--- src/rtl/riscv_alu_decoder.sv ---
// RV32I decode stage: instruction word -> ALUOp, operand selects, immediate.
// Single-entry valid/ready register with flush and illegal-instruction counter.
module riscv_alu_decoder #(
  parameter int CNT_W = 16
) (
  input  logic             clk,
  input  logic             rst_n,
  input  logic             in_valid,
  output logic             in_ready,
  input  logic [31:0]      in_instr,
  input  logic             flush,
  output logic             out_valid,
  input  logic             out_ready,
  output logic [4:0]       alu_op,
  output logic [1:0]       src_a_sel,
  output logic             src_b_imm,
  output logic [31:0]      imm,
  output logic             rd_we,
  output logic             is_branch,
  output logic             is_jump,
  output logic             mem_req,
  output logic             mem_we,
  output logic             illegal,
  output logic [CNT_W-1:0] illegal_cnt
);

  localparam logic [6:0] OPC_OP    = 7'b0110011;
  localparam logic [6:0] OPC_IMM   = 7'b0010011;
  localparam logic [6:0] OPC_BR    = 7'b1100011;
  localparam logic [6:0] OPC_LD    = 7'b0000011;
  localparam logic [6:0] OPC_ST    = 7'b0100011;
  localparam logic [6:0] OPC_LUI   = 7'b0110111;
  localparam logic [6:0] OPC_AUIPC = 7'b0010111;
  localparam logic [6:0] OPC_JAL   = 7'b1101111;
  localparam logic [6:0] OPC_JALR  = 7'b1100111;

  localparam logic [1:0] SRC_RS1  = 2'd0;
  localparam logic [1:0] SRC_PC   = 2'd1;
  localparam logic [1:0] SRC_ZERO = 2'd2;

  typedef struct packed {
    logic [4:0]  alu;
    logic [1:0]  asel;
    logic        bimm;
    logic [31:0] imm;
    logic        rd_we;
    logic        br;
    logic        jmp;
    logic        mreq;
    logic        mwe;
    logic        ill;
  } dec_t;

  dec_t d;
  dec_t q;
  logic vld;
  logic [CNT_W-1:0] cnt;
  logic legal;
  logic accept;

  logic [6:0]  opc;
  logic [2:0]  f3;
  logic [6:0]  f7;
  logic [31:0] imm_i;
  logic [31:0] imm_s;
  logic [31:0] imm_b;
  logic [31:0] imm_u;
  logic [31:0] imm_j;

  assign opc = in_instr[6:0];
  assign f3  = in_instr[14:12];
  assign f7  = in_instr[31:25];

  assign imm_i = {{20{in_instr[31]}}, in_instr[31:20]};
  assign imm_s = {{20{in_instr[31]}}, in_instr[31:25], in_instr[11:7]};
  assign imm_b = {{19{in_instr[31]}}, in_instr[31], in_instr[7],
                  in_instr[30:25], in_instr[11:8], 1'b0};
  assign imm_u = {in_instr[31:12], 12'b0};
  assign imm_j = {{11{in_instr[31]}}, in_instr[31], in_instr[19:12],
                  in_instr[20], in_instr[30:21], 1'b0};

  always_comb begin
    d     = '0;
    legal = 1'b1;
    unique case (1'b1)
      opc == OPC_OP: begin
        d.alu   = {1'b0, in_instr[30], f3};
        d.rd_we = 1'b1;
        legal   = (f7 == 7'b0000000) ||
                  (f7 == 7'b0100000 && (f3 == 3'b000 || f3 == 3'b101));
      end
      opc == OPC_IMM: begin
        d.alu   = (f3 == 3'b101) ? {1'b0, in_instr[30], 3'b101}
                                 : {2'b00, f3};
        d.bimm  = 1'b1;
        d.imm   = imm_i;
        d.rd_we = 1'b1;
        if (f3 == 3'b001)
          legal = (f7 == 7'b0000000);
        else if (f3 == 3'b101)
          legal = (f7 == 7'b0000000) || (f7 == 7'b0100000);
      end
      opc == OPC_BR: begin
        d.alu = {2'b11, f3};
        d.imm = imm_b;
        d.br  = 1'b1;
        legal = (f3 != 3'b010) && (f3 != 3'b011);
      end
      opc == OPC_LD: begin
        d.bimm  = 1'b1;
        d.imm   = imm_i;
        d.mreq  = 1'b1;
        d.rd_we = 1'b1;
      end
      opc == OPC_ST: begin
        d.bimm = 1'b1;
        d.imm  = imm_s;
        d.mreq = 1'b1;
        d.mwe  = 1'b1;
      end
      opc == OPC_LUI: begin
        d.asel  = SRC_ZERO;
        d.bimm  = 1'b1;
        d.imm   = imm_u;
        d.rd_we = 1'b1;
      end
      opc == OPC_AUIPC: begin
        d.asel  = SRC_PC;
        d.bimm  = 1'b1;
        d.imm   = imm_u;
        d.rd_we = 1'b1;
      end
      opc == OPC_JAL: begin
        d.asel  = SRC_PC;
        d.bimm  = 1'b1;
        d.imm   = imm_j;
        d.jmp   = 1'b1;
        d.rd_we = 1'b1;
      end
      opc == OPC_JALR: begin
        d.asel  = SRC_RS1;
        d.bimm  = 1'b1;
        d.imm   = imm_i;
        d.jmp   = 1'b1;
        d.rd_we = 1'b1;
        legal   = (f3 == 3'b000);
      end
      default: legal = 1'b0;
    endcase
    // Illegal words travel as a side-effect-free ADD.
    if (!legal) begin
      d     = '0;
      d.ill = 1'b1;
    end
  end

  assign in_ready = !vld || out_ready;
  assign accept   = in_valid && in_ready;

  always_ff @(posedge clk or negedge rst_n) begin
    if (!rst_n) begin
      vld <= 1'b0;
      q   <= '0;
      cnt <= '0;
    end else if (flush) begin
      vld <= 1'b0;
    end else if (accept) begin
      vld <= 1'b1;
      q   <= d;
      if (d.ill && !(&cnt))
        cnt <= cnt + CNT_W'(1);
    end else if (out_ready) begin
      vld <= 1'b0;
    end
  end

  assign out_valid   = vld;
  assign alu_op      = q.alu;
  assign src_a_sel   = q.asel;
  assign src_b_imm   = q.bimm;
  assign imm         = q.imm;
  assign rd_we       = q.rd_we;
  assign is_branch   = q.br;
  assign is_jump     = q.jmp;
  assign mem_req     = q.mreq;
  assign mem_we      = q.mwe;
  assign illegal     = q.ill;
  assign illegal_cnt = cnt;

endmodule

--- config.mk ---
export PLATFORM = sky130hd
export DESIGN_NAME = riscv_alu_decoder
export DESIGN_NICKNAME = d
export VERILOG_FILES = /design/src/rtl/riscv_alu_decoder.sv
export SDC_FILE = /design/constraint.sdc
export NUM_CORES = 1
export LEC_CHECK = 0
export ABC_AREA = 0
export BUFFER_PORTS_ARGS = -buffer_cell sky130_fd_sc_hd__buf_4
export CORE_MARGIN = 3
export CORE_UTILIZATION = 40
export CTS_CLUSTER_SIZE = 28
export DETAILED_ROUTE_END_ITERATION = 10
export GPL_TIMING_DRIVEN = 0
export PLACE_DENSITY = 0.65
export SLEW_MARGIN = 15
export SYNTH_ARGS = -nofsm -noshare
export SYNTH_HDL_FRONTEND = slang
export SYNTH_SLANG_ARGS = --single-unit
--- constraint.sdc ---
create_clock -name clk -period 2.3 [get_ports clk]
set_input_delay 0.115 -clock clk [delete_from_list [all_inputs] [get_ports clk]]
set_output_delay 0.115 -clock clk [all_outputs]
set_load 0.05 [all_outputs]
# Yosys cells after proc, flatten, opt, wreduce, memory -nomap -nowiden
# Index checks and enable logic that the tools add are counted.
# word_totals
register_bits	63
latchBits	0
mem_bits_rw	0
romBits	0
inputBits	37
out_inout_bits	64
wordCells	69
mem_count	0
# classes
add_sub_neg	1
n_mul	0
div	0
magnitude_cmp	0
n_eq_ne	14
n_shift	0
mux	17
bitwise_logic	1
reduce_logical	24
# ops
op	count
32-bit one-hot mux with 5 select lines	1
46-bit two-way mux	1
7-bit by 6-bit equality test with 1-bit output, second input constant	4
7-bit equality test, second input constant	3
16-bit by 1-bit adder with 16-bit output, second input constant	1
16-bit AND reduction	1
5-bit one-hot mux with 3 select lines	1
7-bit by 5-bit equality test with 1-bit output, second input constant	2
7-bit OR reduction	2
1-bit two-way mux	11
2-bit OR reduction	4
7-bit by 2-bit equality test with 1-bit output, second input constant	1
7-bit logical NOT	1
3-bit by 2-bit != test with 1-bit output, second input constant	2
1-bit one-hot mux with 5 select lines	1
5-bit OR reduction	1
1-bit logical AND	4
1-bit logical OR	4
4-bit two-way mux	1
2-bit one-hot mux with 2 select lines	1
3-bit by 1-bit equality test with 1-bit output, second input constant	1
3-bit equality test, second input constant	1
3-bit logical NOT	1
3-bit AND reduction	1
5 further kinds	6

# Depth between registers and ports, before layout
# depth
depth_word	8
mapped_depth	9

# Worst setup path before layout
# OpenSTA, ideal clock, no wires.
# synth_path
path_type	register -> register
startpoint	register cnt[0], in the netlist illegal_cnt[0]
endpoint	register cnt[11], in the netlist illegal_cnt[11]
setup_time_ps	82
arrival_ps	2249
t_required_ps	2218
path_slack_ps	-31
stages_incl_launch_ff	8
n_path_buf	0
synth_period_minus_slack_ps	2331
cell_sequence	dfrtp_1 ha_1 nand2_1 nor2_1 and3_1 or4b_2 nor3_1 xor2_1
# synth_between
elab_chain_len	4
# synth_lines
element	line_no	text
from (decl)	57	logic [CNT_W-1:0] cnt;
from (signal assigned)	171	cnt <= cnt + CNT_W'(1);
parallel branches: the longest is 4 deep, another holds 16-bit by 1-bit adder with 16-bit output	n/a	
# Parallel ways; which one is timed is not known.
# A chain may end at the register's enable or synchronous reset.

# Final worst setup path
# layout_path
startpoint	register vld, in the netlist out_valid
endpoint	register cnt[10], in the netlist illegal_cnt[10]
# layout_between
elab_chain_len	4
# layout_lines
element	line_no	text
from (decl)	56	logic vld;
from (signal assigned)	162	vld <= 1'b0;
from (signal assigned)	166	vld <= 1'b0;
from (signal assigned)	168	vld <= 1'b1;
1-bit logical NOT	157	assign in_ready = !vld || out_ready;
1-bit logical OR	157	
1-bit logical AND	158	assign accept = in_valid && in_ready;
3-bit AND reduction (no line)	n/a	
# No other way between the ends.

==> results.json <==
{
  "ys_types": 51,
  "ys_ff_latch": 63,
  "die_h_um": 94.0,
  "rsz0062_at_grt": "yes",
  "cts_buffer_depth": 2,
  "final_area_um2": 4170,
  "async_flop_share": 1.00,
  "dp_hpwl_mm": 6.39,
  "stdcell_count": 528,
  "ir_worst_vdd_v": 0.000291,
  "track_usage": 0.207,
  "wirelength_mm": 8.61,
  "setup_violations": 0,
  "start_util": 0.420,
  "cts-root-buf": "clkbuf_8",
  "p_sw_mw": 0.890,
  "seq_power_share": 0.471,
  "crit_slowest_cell": "or4_1",
  "synth_area_um2": 3100,
  "layout_common_cells": "98 x buf_4, 61 x dfrtp_1, 49 x nand2_1, 27 x a21oi_1, 26 x o21ai_0",
  "worst_setup_path_start_kind": "register",
  "skew_ps": 7.88,
  "seq_area_frac_synth": 0.509,
  "diodes": 0,
  "clk_latency_ps": 330,
  "hold_slack_ps": 18.9,
  "crit_path_end_kind": "register",
  "place_inst": 510,
  "fin_nets": 462,
  "switching_share": 0.334,
  "avgSynthCellArea_um2": 9.90,
  "grt_max_degree": 64,
  "yosys_warnings": 0,
  "rows": 31,
  "drv_cap": 0,
  "synth_nets": 351,
  "grt_pass1_wl_mm": 14.3,
  "clk_pin_slew_ps": 70,
  "wl_per_cell_um": 16.3,
  "hold_class": "input port to register",
  "cp.buffers_inverters": 0,
  "die_w_um": 94.0,
  "critPathTopFamily": "simple AND/OR/NAND/NOR gates",
  "layout_commonest_cell": "buf_4",
  "drive_above_1_share": 0.324,
  "synth_edf_count": 0,
  "clkPwrFrac": 0.309,
  "gp_congestion": 0.883,
  "grt_pass1_vias": 2838,
  "period_share": 0.941,
  "power.density_nw_per_um2": 639,
  "finalHoldViolCount": 0,
  "antenna_found_initial": 0,
  "relSlewSlack": 0.432,
  "crit_path_cell_trace": "nor2b_1 > nor3b_4 > nand3_1 > or4_1 > nor2_1 > xor2_1",
  "dp_slack_ps": 89.3,
  "dpl_cell_area_um2": 3960,
  "max_stage_delay_ps": 470,
  "fmaxAchievable_ghz": 0.462,
  "grt_overflow": 0,
  "setup_ws_ps": 136,
  "numCtsBuffers": 9,
  "port_buffers": 98,
  "via_per_inst": 5.28,
  "drv_slew": 0,
  "netlist_instances": 313,
  "combinationalPowerShare": 0.220,
  "fp.coreArea_um2": 7370,
  "pin_count": 101,
  "critPathMaxFanout": 9,
  "drt-initial-drc-count": 173,
  "ys.flop_type": "dfrtp_1",
  "power_mw": 2.67,
  "numClockSinks": 63,
  "netlist.area_leader.share": 0.509,
  "crit_type": "register to register",
  "cts_tree": "yes",
  "internal_power_mw": 1.78,
  "htree_levels": 3,
  "critPathArrivalTime_ps": 2410,
  "synthTopCellsByArea": "dfrtp_1 51%, nand2_1 5.9%, a21oi_1 4.4%, o21ai_0 4.2%, xor2_1 3.7%",
  "postRouteAntennaNets": 0,
  "dr.pass1.iters": 4,
  "dieArea_um2": 8840,
  "critPathRequiredTime_ps": 2550,
  "synth_top_cell_by_area": "dfrtp_1",
  "post_cts_buffers": 0,
  "period_minus_slack_ps": 2160,
  "leakage_nw": 1.96,
  "worst_pin_slew_ps": 845,
  "area_delta_synth_final_pct": 34.7,
  "num_vias": 2788,
  "outcome": "finished, final reports clean",
  "drc": 0
}
-- final cells by class --
type | instances | area [um^2]
multi-input cells | 223 | 1410
flip-flops and latches | 63 | 1580
repair buffers | 100 | 756
plain buffers | 20 | 114
clock buffers | 12 | 145
fillers | 711 | 3200
clock inverters | 4 | 22.5
inverters | 7 | 26.3
well taps | 99 | 124
-- cell families (layout without fill, tap and decap cells) --
family,after synthesis,count (layout),share of synthesized area
AO/OA/AOI/OAI,91,91,0.182
XOR/XNOR,15,15,0.0424
adder cells (fa/ha/maj),1,1,0.00404
buffers and inverters,27,143,0.0452
flip-flops,63,63,0.509
multiplexers,1,1,0.00363
AND/OR/NAND/NOR,115,115,0.214
-- sequential cells by signal (all words and copies together) (netlist names) --
signal / flops
src_a_sel: 2
is_jump: 1
illegal: 1
out_valid: 1
illegal_cnt: 16
mem_req: 1
mem_we: 1
imm: 32
is_branch: 1
rd_we: 1
alu_op: 5
src_b_imm: 1
-- through the flow --
step	setup TNS, ps	utilization
after floorplan	0	-
after global placement	0	0.537
after detailed placement	0	0.537
after CTS	0	0.563
after global routing	-22.5	0.566
final	0	0.566
-- synthesized netlist by cell type, drive strengths merged, types with 2 or more instances --
library cell	instances
dfrtp	63
nand2	49
o21ai	34
a21oi	27
nor2	14
xor2	13
buf	12
a32o	9
clkbuf	8
nor3	8
inv	7
nor4	7
nand3	6
nand4	6
a22oi	4
nor3b	4
o31ai	4
a22o	3
nand3b	3
or4	3
a211o	2
a211oi	2
a31oi	2
and2	2
and2b	2
and4b	2
nand2b	2
nor2b	2
xnor2	2
-- tightest hold or removal path, cell delays in order --
cell and delay [ps]:
buf_4 90, nor2_1 40, nor2_1 70
-- power groups by stage --
stage | logic, mW | registers (mW) | clock network (mW)
final | 0.587 | 1.25 | 0.824
after global routing | 0.629 | 1.26 | 0.907
after CTS | 0.591 | 1.25 | 0.849
after detailed placement | 0.587 | 1.28 | 0
after global placement | 0.575 | 1.27 | 0
after floorplan | 0.164 | 1.46 | 0
-- per-layer routing --
| metal | vias up | global-route usage | part of all wire |
|---|---|---|---|
| met5 | - | 0 | 0 |
| met4 | 0 | 0.0830 | 0.016 |
| met3 | 11 | 0.0649 | 0.078 |
| met2 | 92 | 0.325 | 0.47 |
| met1 | 1336 | 0.266 | 0.43 |
| li1 | 1349 | - | - |
-- path summary, 6_finish.rpt --
path | startpoint | end | slack, ps | depth (start not counted)
hold reg to reg | src_a_sel[1] | src_a_sel[1] | 480 | 2
setup / recovery | out_valid | illegal_cnt[10] | 140 | 6
min in group asynchronous | rst_n | illegal_cnt[6] | 410 | 2
setup reg to reg | out_valid | illegal_cnt[10] | 140 | 6
max in group asynchronous | rst_n | illegal_cnt[1] | 1330 | 2
hold / removal | in_valid | out_valid | 20 | 3
-- what timing repair did --
action	CTS	global route
endpoints found under the setup margin	0	2
gates resized for setup	0	4
endpoints found under the hold margin	64	0
hold buffers	2	0
No activity file was read; power rests on OpenSTA's default activity.
